==> src/rtl/nf10_axi_lite_master.sv <==
// Single-outstanding AXI4-Lite master: turns a cmd/rsp stream into AXI-Lite reads/writes,
// with a per-transaction timeout so a hung slave cannot wedge the requester.
module nf10_axi_lite_master #(
  parameter int C_M_AXI_DATA_WIDTH = 32,
  parameter int C_M_AXI_ADDR_WIDTH = 32,
  parameter int C_TIMEOUT_CYCLES   = 256
) (
  input  logic                            M_AXI_ACLK,
  input  logic                            M_AXI_ARESETN,
  input  logic                            cmd_valid,
  output logic                            cmd_ready,
  input  logic                            cmd_rnw,
  input  logic [C_M_AXI_ADDR_WIDTH-1:0]   cmd_addr,
  input  logic [C_M_AXI_DATA_WIDTH-1:0]   cmd_wdata,
  input  logic [C_M_AXI_DATA_WIDTH/8-1:0] cmd_wstrb,
  output logic                            rsp_valid,
  input  logic                            rsp_ready,
  output logic [C_M_AXI_DATA_WIDTH-1:0]   rsp_rdata,
  output logic [1:0]                      rsp_resp,
  output logic                            rsp_timeout,
  output logic [C_M_AXI_ADDR_WIDTH-1:0]   M_AXI_AWADDR,
  output logic                            M_AXI_AWVALID,
  input  logic                            M_AXI_AWREADY,
  output logic [C_M_AXI_DATA_WIDTH-1:0]   M_AXI_WDATA,
  output logic [C_M_AXI_DATA_WIDTH/8-1:0] M_AXI_WSTRB,
  output logic                            M_AXI_WVALID,
  input  logic                            M_AXI_WREADY,
  input  logic [1:0]                      M_AXI_BRESP,
  input  logic                            M_AXI_BVALID,
  output logic                            M_AXI_BREADY,
  output logic [C_M_AXI_ADDR_WIDTH-1:0]   M_AXI_ARADDR,
  output logic                            M_AXI_ARVALID,
  input  logic                            M_AXI_ARREADY,
  input  logic [C_M_AXI_DATA_WIDTH-1:0]   M_AXI_RDATA,
  input  logic [1:0]                      M_AXI_RRESP,
  input  logic                            M_AXI_RVALID,
  output logic                            M_AXI_RREADY
);
  localparam int DW = C_M_AXI_DATA_WIDTH;
  localparam int AW = C_M_AXI_ADDR_WIDTH;
  localparam int SW = C_M_AXI_DATA_WIDTH / 8;
  localparam bit TO_EN = (C_TIMEOUT_CYCLES > 0);
  localparam int TW = TO_EN ? $clog2(C_TIMEOUT_CYCLES + 1) : 1;
  localparam logic [TW-1:0] TLAST = TW'(TO_EN ? C_TIMEOUT_CYCLES - 1 : 0);
  localparam logic [TW-1:0] TMAX  = TW'(C_TIMEOUT_CYCLES);

  typedef enum logic [2:0] {IDLE, RD_ADDR, RD_DATA, WR_ADDR, WR_RESP, RESP} state_t;

  state_t          state_q, state_d;
  logic [TW-1:0]   timer_q, timer_d;
  logic            abort;
  logic            cmd_ready_q, cmd_ready_d;
  logic            arvalid_q, arvalid_d, rready_q, rready_d;
  logic            awvalid_q, awvalid_d, wvalid_q, wvalid_d, bready_q, bready_d;
  logic [AW-1:0]   araddr_q, araddr_d, awaddr_q, awaddr_d;
  logic [DW-1:0]   wdata_q, wdata_d, rdata_q, rdata_d;
  logic [SW-1:0]   wstrb_q, wstrb_d;
  logic            rsp_valid_q, rsp_valid_d, rsp_to_q, rsp_to_d;
  logic [1:0]      rsp_resp_q, rsp_resp_d;

  logic accept, to_hit, aw_done, w_done;
  assign accept  = (state_q == IDLE) && cmd_valid && cmd_ready_q;
  // >= rather than ==: a handshake on the last cycle can carry a saturated timer into the next phase
  assign to_hit  = TO_EN && (timer_q >= TLAST);
  assign aw_done = !awvalid_q || M_AXI_AWREADY;
  assign w_done  = !wvalid_q || M_AXI_WREADY;

  always_ff @(posedge M_AXI_ACLK) begin
    if (!M_AXI_ARESETN) begin
      state_q <= IDLE;        timer_q <= '0;
      cmd_ready_q <= 1'b0;    rsp_valid_q <= 1'b0;
      arvalid_q <= 1'b0;      rready_q <= 1'b0;
      awvalid_q <= 1'b0;      wvalid_q <= 1'b0;     bready_q <= 1'b0;
      araddr_q <= '0;         awaddr_q <= '0;
      wdata_q <= '0;          wstrb_q <= '0;
      rdata_q <= '0;          rsp_resp_q <= 2'b00;  rsp_to_q <= 1'b0;
    end else begin
      state_q <= state_d;     timer_q <= timer_d;
      cmd_ready_q <= cmd_ready_d; rsp_valid_q <= rsp_valid_d;
      arvalid_q <= arvalid_d; rready_q <= rready_d;
      awvalid_q <= awvalid_d; wvalid_q <= wvalid_d; bready_q <= bready_d;
      araddr_q <= araddr_d;   awaddr_q <= awaddr_d;
      wdata_q <= wdata_d;     wstrb_q <= wstrb_d;
      rdata_q <= rdata_d;     rsp_resp_q <= rsp_resp_d; rsp_to_q <= rsp_to_d;
    end
  end

  always_comb begin
    state_d = state_q;
    abort   = 1'b0;
    timer_d = '0;
    case (state_q)
      IDLE:    if (accept) state_d = cmd_rnw ? RD_ADDR : WR_ADDR;
      RD_ADDR: if (M_AXI_ARREADY) state_d = RD_DATA;
               else if (to_hit) begin state_d = RESP; abort = 1'b1; end
      RD_DATA: if (M_AXI_RVALID) state_d = RESP;
               else if (to_hit) begin state_d = RESP; abort = 1'b1; end
      WR_ADDR: if (aw_done && w_done) state_d = WR_RESP;
               else if (to_hit) begin state_d = RESP; abort = 1'b1; end
      WR_RESP: if (M_AXI_BVALID) state_d = RESP;
               else if (to_hit) begin state_d = RESP; abort = 1'b1; end
      RESP:    if (rsp_ready) state_d = IDLE;
      default: state_d = IDLE;
    endcase
    if (state_q inside {RD_ADDR, RD_DATA, WR_ADDR, WR_RESP})
      timer_d = (timer_q != TMAX) ? timer_q + TW'(1) : timer_q;
  end

  // Outputs are computed from the next state so every port comes straight from a flop
  always_comb begin
    cmd_ready_d = (state_d == IDLE);
    arvalid_d   = (state_d == RD_ADDR);
    rready_d    = (state_d == IDLE) || (state_d == RD_DATA);
    bready_d    = (state_d == IDLE) || (state_d == WR_RESP);
    rsp_valid_d = (state_d == RESP);
    awvalid_d   = ((state_q == IDLE) && (state_d == WR_ADDR)) ||
                  ((state_q == WR_ADDR) && (state_d == WR_ADDR) && awvalid_q && !M_AXI_AWREADY);
    wvalid_d    = ((state_q == IDLE) && (state_d == WR_ADDR)) ||
                  ((state_q == WR_ADDR) && (state_d == WR_ADDR) && wvalid_q && !M_AXI_WREADY);
    araddr_d = araddr_q; awaddr_d = awaddr_q; wdata_d = wdata_q; wstrb_d = wstrb_q;
    if (accept && cmd_rnw) araddr_d = cmd_addr;
    if (accept && !cmd_rnw) begin
      awaddr_d = cmd_addr; wdata_d = cmd_wdata; wstrb_d = cmd_wstrb;
    end
    rdata_d = rdata_q; rsp_resp_d = rsp_resp_q; rsp_to_d = rsp_to_q;
    if (abort) begin
      rdata_d = '0; rsp_resp_d = 2'b10; rsp_to_d = 1'b1;
    end else if ((state_q == RD_DATA) && M_AXI_RVALID) begin
      rdata_d = M_AXI_RDATA; rsp_resp_d = M_AXI_RRESP; rsp_to_d = 1'b0;
    end else if ((state_q == WR_RESP) && M_AXI_BVALID) begin
      rdata_d = '0; rsp_resp_d = M_AXI_BRESP; rsp_to_d = 1'b0;
    end
  end

  assign cmd_ready     = cmd_ready_q;
  assign rsp_valid     = rsp_valid_q;
  assign rsp_rdata     = rdata_q;
  assign rsp_resp      = rsp_resp_q;
  assign rsp_timeout   = rsp_to_q;
  assign M_AXI_AWADDR  = awaddr_q;
  assign M_AXI_AWVALID = awvalid_q;
  assign M_AXI_WDATA   = wdata_q;
  assign M_AXI_WSTRB   = wstrb_q;
  assign M_AXI_WVALID  = wvalid_q;
  assign M_AXI_BREADY  = bready_q;
  assign M_AXI_ARADDR  = araddr_q;
  assign M_AXI_ARVALID = arvalid_q;
  assign M_AXI_RREADY  = rready_q;
endmodule

==> config.mk <==
export PLATFORM = sky130hd
export DESIGN_NAME = nf10_axi_lite_master
export DESIGN_NICKNAME = d
export VERILOG_FILES = /design/src/rtl/nf10_axi_lite_master.sv
export SDC_FILE = /design/constraint.sdc
export NUM_CORES = 1
export LEC_CHECK = 0
export BUFFER_PORTS_ARGS = -buffer_cell sky130_fd_sc_hd__buf_2
export CORE_MARGIN = 1.5
export CORE_UTILIZATION = 46
export DETAILED_ROUTE_END_ITERATION = 12
export GPL_ROUTABILITY_DRIVEN = 0
export GPL_TIMING_DRIVEN = 0
export PLACE_DENSITY = 0.79
export SETUP_SLACK_MARGIN = 0.5
export SLEW_MARGIN = 40
export SYNTH_ARGS = -nofsm -noshare
export SYNTH_HDL_FRONTEND = slang
export SYNTH_SLANG_ARGS = --single-unit
==> constraint.sdc <==
create_clock -name M_AXI_ACLK -period 2.3 [get_ports M_AXI_ACLK]
set_input_delay 0.115 -clock M_AXI_ACLK [delete_from_list [all_inputs] [get_ports M_AXI_ACLK]]
set_output_delay 0.115 -clock M_AXI_ACLK [all_outputs]
set_load 0.005 [all_outputs]
Word level (Yosys, flattened, before mapping)
Cells that the tools add are included.

Multiplexer cells: 23. Bitwise operators: 1. $add $sub $neg: 1. Reduce and logical (&&, ||, !) cells: 31. Order comparisons: 1. Equality and inequality tests: 11.

Operators by type and width (count): $mux W32 (2); $mux W3 (7); $pmux W3 S6 (1); $logic_and A1 B1 Y1 (13); $eq A3 B2 Y1 const B (4); $eq A3 B3 Y1 const B (4); $add A9 B1 Y9 const B (1); $ge A9 B8 Y1 const B (1); $ne A9 B9 Y1 const B (1); $mux W1 (8); $mux W2 (4); $eq A3 B1 Y1 const B (2); $logic_not A3 Y1 (2); $logic_or A1 B1 Y1 (6); $logic_not A1 Y1 (5); $pmux W1 S4 (1); $reduce_bool A4 Y1 (1); $reduce_bool A3 Y1 (1); $reduce_and A2 Y1 (1); $reduce_bool A2 Y1 (1); $reduce_or A2 Y1 (1); $not A1 Y1 (1).

Input port bits: 114. Register bits: 154. Output and inout bits: 142.

Depth between registers and ports, before layout
Depth after elaboration: 10. Gate-level depth with buffers: 9.

Worst setup path before layout
OpenSTA, ideal clock, no wires.

Path kind: reg2reg. Start: register timer_q[0]. End: register arvalid_q (netlist: M_AXI_ARVALID). Cell stages (with the launch flop): 10. Period minus slack after synthesis: 1.756 ns. Arrival time: 1.627 ns. Setup slack: 0.544 ns. Data required time: 2.171 ns. Cells stage by stage: dfxtp_1 > ha_1 > nand3_1 > nor2_1 > ha_1 > nor2_1 > o31a_1 > and3b_1 > o211ai_2 > nor3b_2.

Longest elaborated chain between the ends: 5. Elaborated cells between the ends (all ways): 8. Those cells by class: 1 x order compare; 1 x eq/ne; 6 x mux.

Ends and longest elaborated chain: start, declared (RTL line 50) `logic [TW-1:0] timer_q, timer_d;`; start signal, assigned (RTL line 78) `state_q <= state_d; timer_q <= timer_d;`; $ge A9 B8 Y1 (*) (RTL line 64) `assign to_hit = TO_EN && (timer_q >= TLAST);`; $mux W3 (*); $mux W3 (on tied branches); $pmux W3 S6 (*) (RTL line 92) `case (state_q)`; $eq A3 B1 Y1 (*) (RTL line 112) `arvalid_d = (state_d == RD_ADDR);`; end signal, assigned (RTL line 80) `arvalid_q <= arvalid_d; rready_q <= rready_d;`; end, declared (RTL line 53) `logic arvalid_q, arvalid_d, rready_q, rready_d;`.

Mark *: on every way between the ends. The rest lies on a longest branch, timed or not. A chain may end at the register's enable or synchronous reset.

Worst setup path after layout
Start: register state_q[1]. End: register rdata_q[1] (netlist: rsp_rdata[1]).

Longest elaborated chain between the ends: 3. Elaborated cells between the ends (all ways): 10. Those cells by class: 4 x eq/ne; 2 x mux; 4 x reduce/logical.

Ends and longest elaborated chain: start, declared (RTL line 49) `state_t state_q, state_d;`; start signal, assigned (RTL line 78); $eq A3 B3 Y1 (tied with other cells) (RTL line 92, 130); $pmux W1 S4 (tied with other cells) (RTL line 92); $reduce_or A2 Y1 (no source line) (tied with other cells); end signal, assigned (RTL line 84) `rdata_q <= rdata_d; rsp_resp_q <= rsp_resp_d; rsp_to_q <= rsp_to_d;`; end, declared (RTL line 56) `logic [DW-1:0] wdata_q, wdata_d, rdata_q, rdata_d;`.

Parallel ways exist; a longest one is shown, timed or not.

==> flow_metrics.py <==
metrics = {
    "status": {
        "status": "complete, no violations",
    },
    "final_layout": {
        "insertedDiodeCount": 0,
        "fin_util_pct": 74.58,
        "n_fill_cell": 818,
        "drive_above_1_share_pct": 33.36,
        "fin_nets": 1175,
        "syn_to_final_growth_pct": 59.48,
    },
    "floorplanning": {
        "start_util_pct": 46.76,
        "die_area_mm2": 0.01278,
        "rows": 40,
        "die_x_um": 113.0,
        "num_io_pins": 256,
        "die_y_um": 113.0,
        "core_area_mm2": 0.01191,
    },
    "global_route": {
        "grt_pass1_vias": 5994,
        "grtUsageTotal_pct": 28.39,
        "antenna_found_initial": 0,
        "grt_overflow_total": 0,
        "grt_pass1_wl_um": 28910,
        "grt_max_degree": 17,
    },
    "worst_setup_path": {
        "worstSetupEndpointType": "register",
        "path_max_fanout": 10,
        "worst_r2r_startpoint": "state_q[1]$_SDFF_PN0_",
        "crit_path_start": "state_q[1]$_SDFF_PN0_",
        "crit_required_ns": 2.60,
        "critical_path_class": "register to register",
        "start_kind": "register",
        "worst_ep_arrival_time_ns": 2.16,
    },
    "power_and_ir_drop": {
        "power_density_mw_per_mm2": 707.0,
        "power.total_uw": 6281,
        "leakagePower_uw": 0.003944,
        "ir_worst_vdd_mv": 0.5525,
    },
    "sta": {
        "worst_slew_pin_slew_ns": 0.6857,
        "finalMaxSlewViolations": 0,
        "min_period_ns": 1.865,
        "rsz0062_at_grt": "yes",
        "slew_headroom_pct": 54.29,
        "setup_ws_ns": 0.4350,
        "tns_ns": 0,
        "min_period_over_period_pct": 81.09,
        "hold_violations": 0,
        "finalSetupViolCount": 0,
        "whs_ns": 0.09916,
        "skew_ns": 0.006754,
        "fmax_ghz": 0.5362,
    },
    "routing": {
        "drcViolationCount": 0,
        "vias_per_cell": 5.137,
        "routedWlPerCell_um": 15.79,
        "drtIter0Drc": 426,
        "wirelength_um": 19220,
        "vias": 6252,
        "dr.pass1.iters": 5,
        "antenna_left": 0,
    },
    "synth": {
        "synthCells": 671,
        "synthFlopType": "dfxtp_1",
        "syn_area_mm2": 0.005570,
        "synth_nets": 788,
        "synthArstFlopShare_pct": 0,
        "yosysWarnings": 0,
        "synth_cell_types": 40,
        "synth_edf_count": 0,
        "yosysSeqAreaShare_pct": 55.35,
        "ys_ff_latch": 154,
        "synth_area_per_cell_um2": 8.302,
    },
    "cts": {
        "cts_max_path_buffers": 2,
        "ctsHtreeMaxLevel": 4,
        "cts_root_buf": "clkbuf_16",
        "cts_buffers": 17,
        "clock-sinks": 154,
        "cts_tree": "yes",
        "worstSkewPairLatency_ns": 0.42,
        "clkTransAtPathRegs_ns": 0.06,
    },
    "job": {
        "maxCapViolations": 0,
    },
    "place": {
        "post-place-ws_ns": 0.3279,
        "io_buffers": 254,
        "dp_hpwl_um": 11290,
    },
    "min_path": {
        "hp-class": "input port to register",
        "hold_start": "M_AXI_BRESP[0]",
    },
}
-- stage by stage --
step           std cells  area, um^2
2_1_floorplan        671        5570
3_3_place_gp        1072        7025
3_5_place_dp        1072        7025
4_1_cts             1212        8728
5_1_grt             1217        8884
6_report            1217        8884
-- state kept, by name, indices dropped and copies added (netlist names), 2 cells and up --
signal        cells
M_AXI_WDATA      32
timer_q           9
M_AXI_WSTRB       4
rsp_resp          2
M_AXI_ARADDR     32
state_q           3
M_AXI_AWADDR     32
rsp_rdata        32
-- cell usage after synthesis (all sizes together), types with 2 or more instances --
| cell | instances | share of area (%) |
|---|---|---|
| a31oi | 2 | 0.22 |
| nand2b | 5 | 0.56 |
| clkbuf | 29 | 2.0 |
| a21oi | 104 | 9.3 |
| o21ai | 4 | 0.43 |
| ha | 3 | 0.67 |
| a22oi | 34 | 4.6 |
| and3 | 2 | 0.22 |
| buf | 18 | 1.7 |
| or3 | 3 | 0.34 |
| mux2i | 3 | 0.54 |
| and4bb | 2 | 0.45 |
| and2 | 4 | 0.45 |
| nand4 | 2 | 0.34 |
| xnor2 | 4 | 0.63 |
| dfxtp | 154 | 55 |
| nor2 | 54 | 3.8 |
| nand2 | 208 | 14 |
| nand3 | 8 | 0.72 |
| xor2 | 4 | 0.63 |
| inv | 8 | 0.54 |
| nor3 | 4 | 0.56 |
-- placed cells by master, fill, tap and decap left out, types with 5 or more instances in the layout --
cell type      netlist  layout
buf_6                0       8
nor2_2               1       8
buf_2               17     264
nand3_1              8       7
buf_4                1      12
clkbuf_2             0      10
dfxtp_1            154     148
inv_1                8       8
clkbuf_1            29      20
a21oi_1            104     104
a22oi_1             34      34
nand2b_1             5       5
clkbuf_16            0      17
nor2_1              52      44
nand2_1            208     207
dlygate4sd3_1        0     102
-- kinds of logic (layout without fill, tap and decap cells) --
logic type / after synthesis / after routing / share of synthesized area (%)
AND/OR/NAND/NOR: 298 / 298 / 22.39
AO/OA/AOI/OAI: 150 / 150 / 15.63
multiplexers: 3 / 3 / 0.5391
XOR/XNOR: 8 / 8 / 1.258
buffers and inverters: 55 / 454 / 4.155
adder cells (fa/ha/maj): 3 / 3 / 0.6739
flip-flops: 154 / 154 / 55.35
-- worst max-delay path: stages (launching register included) --
cell	delay, ns
dfxtp_1	0.46
inv_1	0.14
nor2_1	0.33
a22oi_1	0.21
o21ai_4	0.35
buf_6	0.19
nor2_1	0.07
-- final cells by class --
class	count	area, um^2	area share [%]
flip-flops and latches	154	3095	34.85
plain buffers	47	265.3	2.986
inverters	8	30.03	0.3380
clock buffers	25	495.5	5.577
multi-input cells	462	2360	26.56
well taps	147	183.9	2.070
repair buffers	368	2390	26.90
clock inverters	6	63.81	0.7183
-- per-layer routing --
metal  GRT usage (%)  wire (um)
met1           31.13       7456
met2           49.66       9630
met3           8.141       1411
met4           15.33        718
met5               0          0
-- worst paths after layout --
| kind | endpoint | slack, ns | cells past startpoint |
|---|---|---|---|
| setup / recovery | rsp_rdata[1]$_SDFFE_PP0P_ | 0.43 | 6 |
| hold / removal | rsp_resp[0]$_SDFFE_PP0P_ | 0.1 | 5 |
| setup reg to reg | rsp_rdata[1]$_SDFFE_PP0P_ | 0.43 | 6 |
| hold reg to reg | M_AXI_ARADDR[31]$_SDFFE_PN0P_ | 0.45 | 2 |
-- power by group --
part           internal, uW  switching [uW]  leakage (uW)  total [uW]
clock                  1600            1050      0.000269        2640
sequential             2770            56.9       0.00125        2830
combinational           400             407       0.00242         807
-- timing repair --
| action | CTS | global route |
|---|---|---|
| endpoints found under the setup margin | 105 | 142 |
| endpoints found under the hold margin | 134 | 0 |
| pin swaps | 5 | 5 |
| gates cloned | 0 | 1 |
| hold buffers | 102 | 0 |
| resized for setup | 26 | 47 |
| setup buffers | 7 | 4 |
Note: power is estimated with default switching activity, not from simulation.
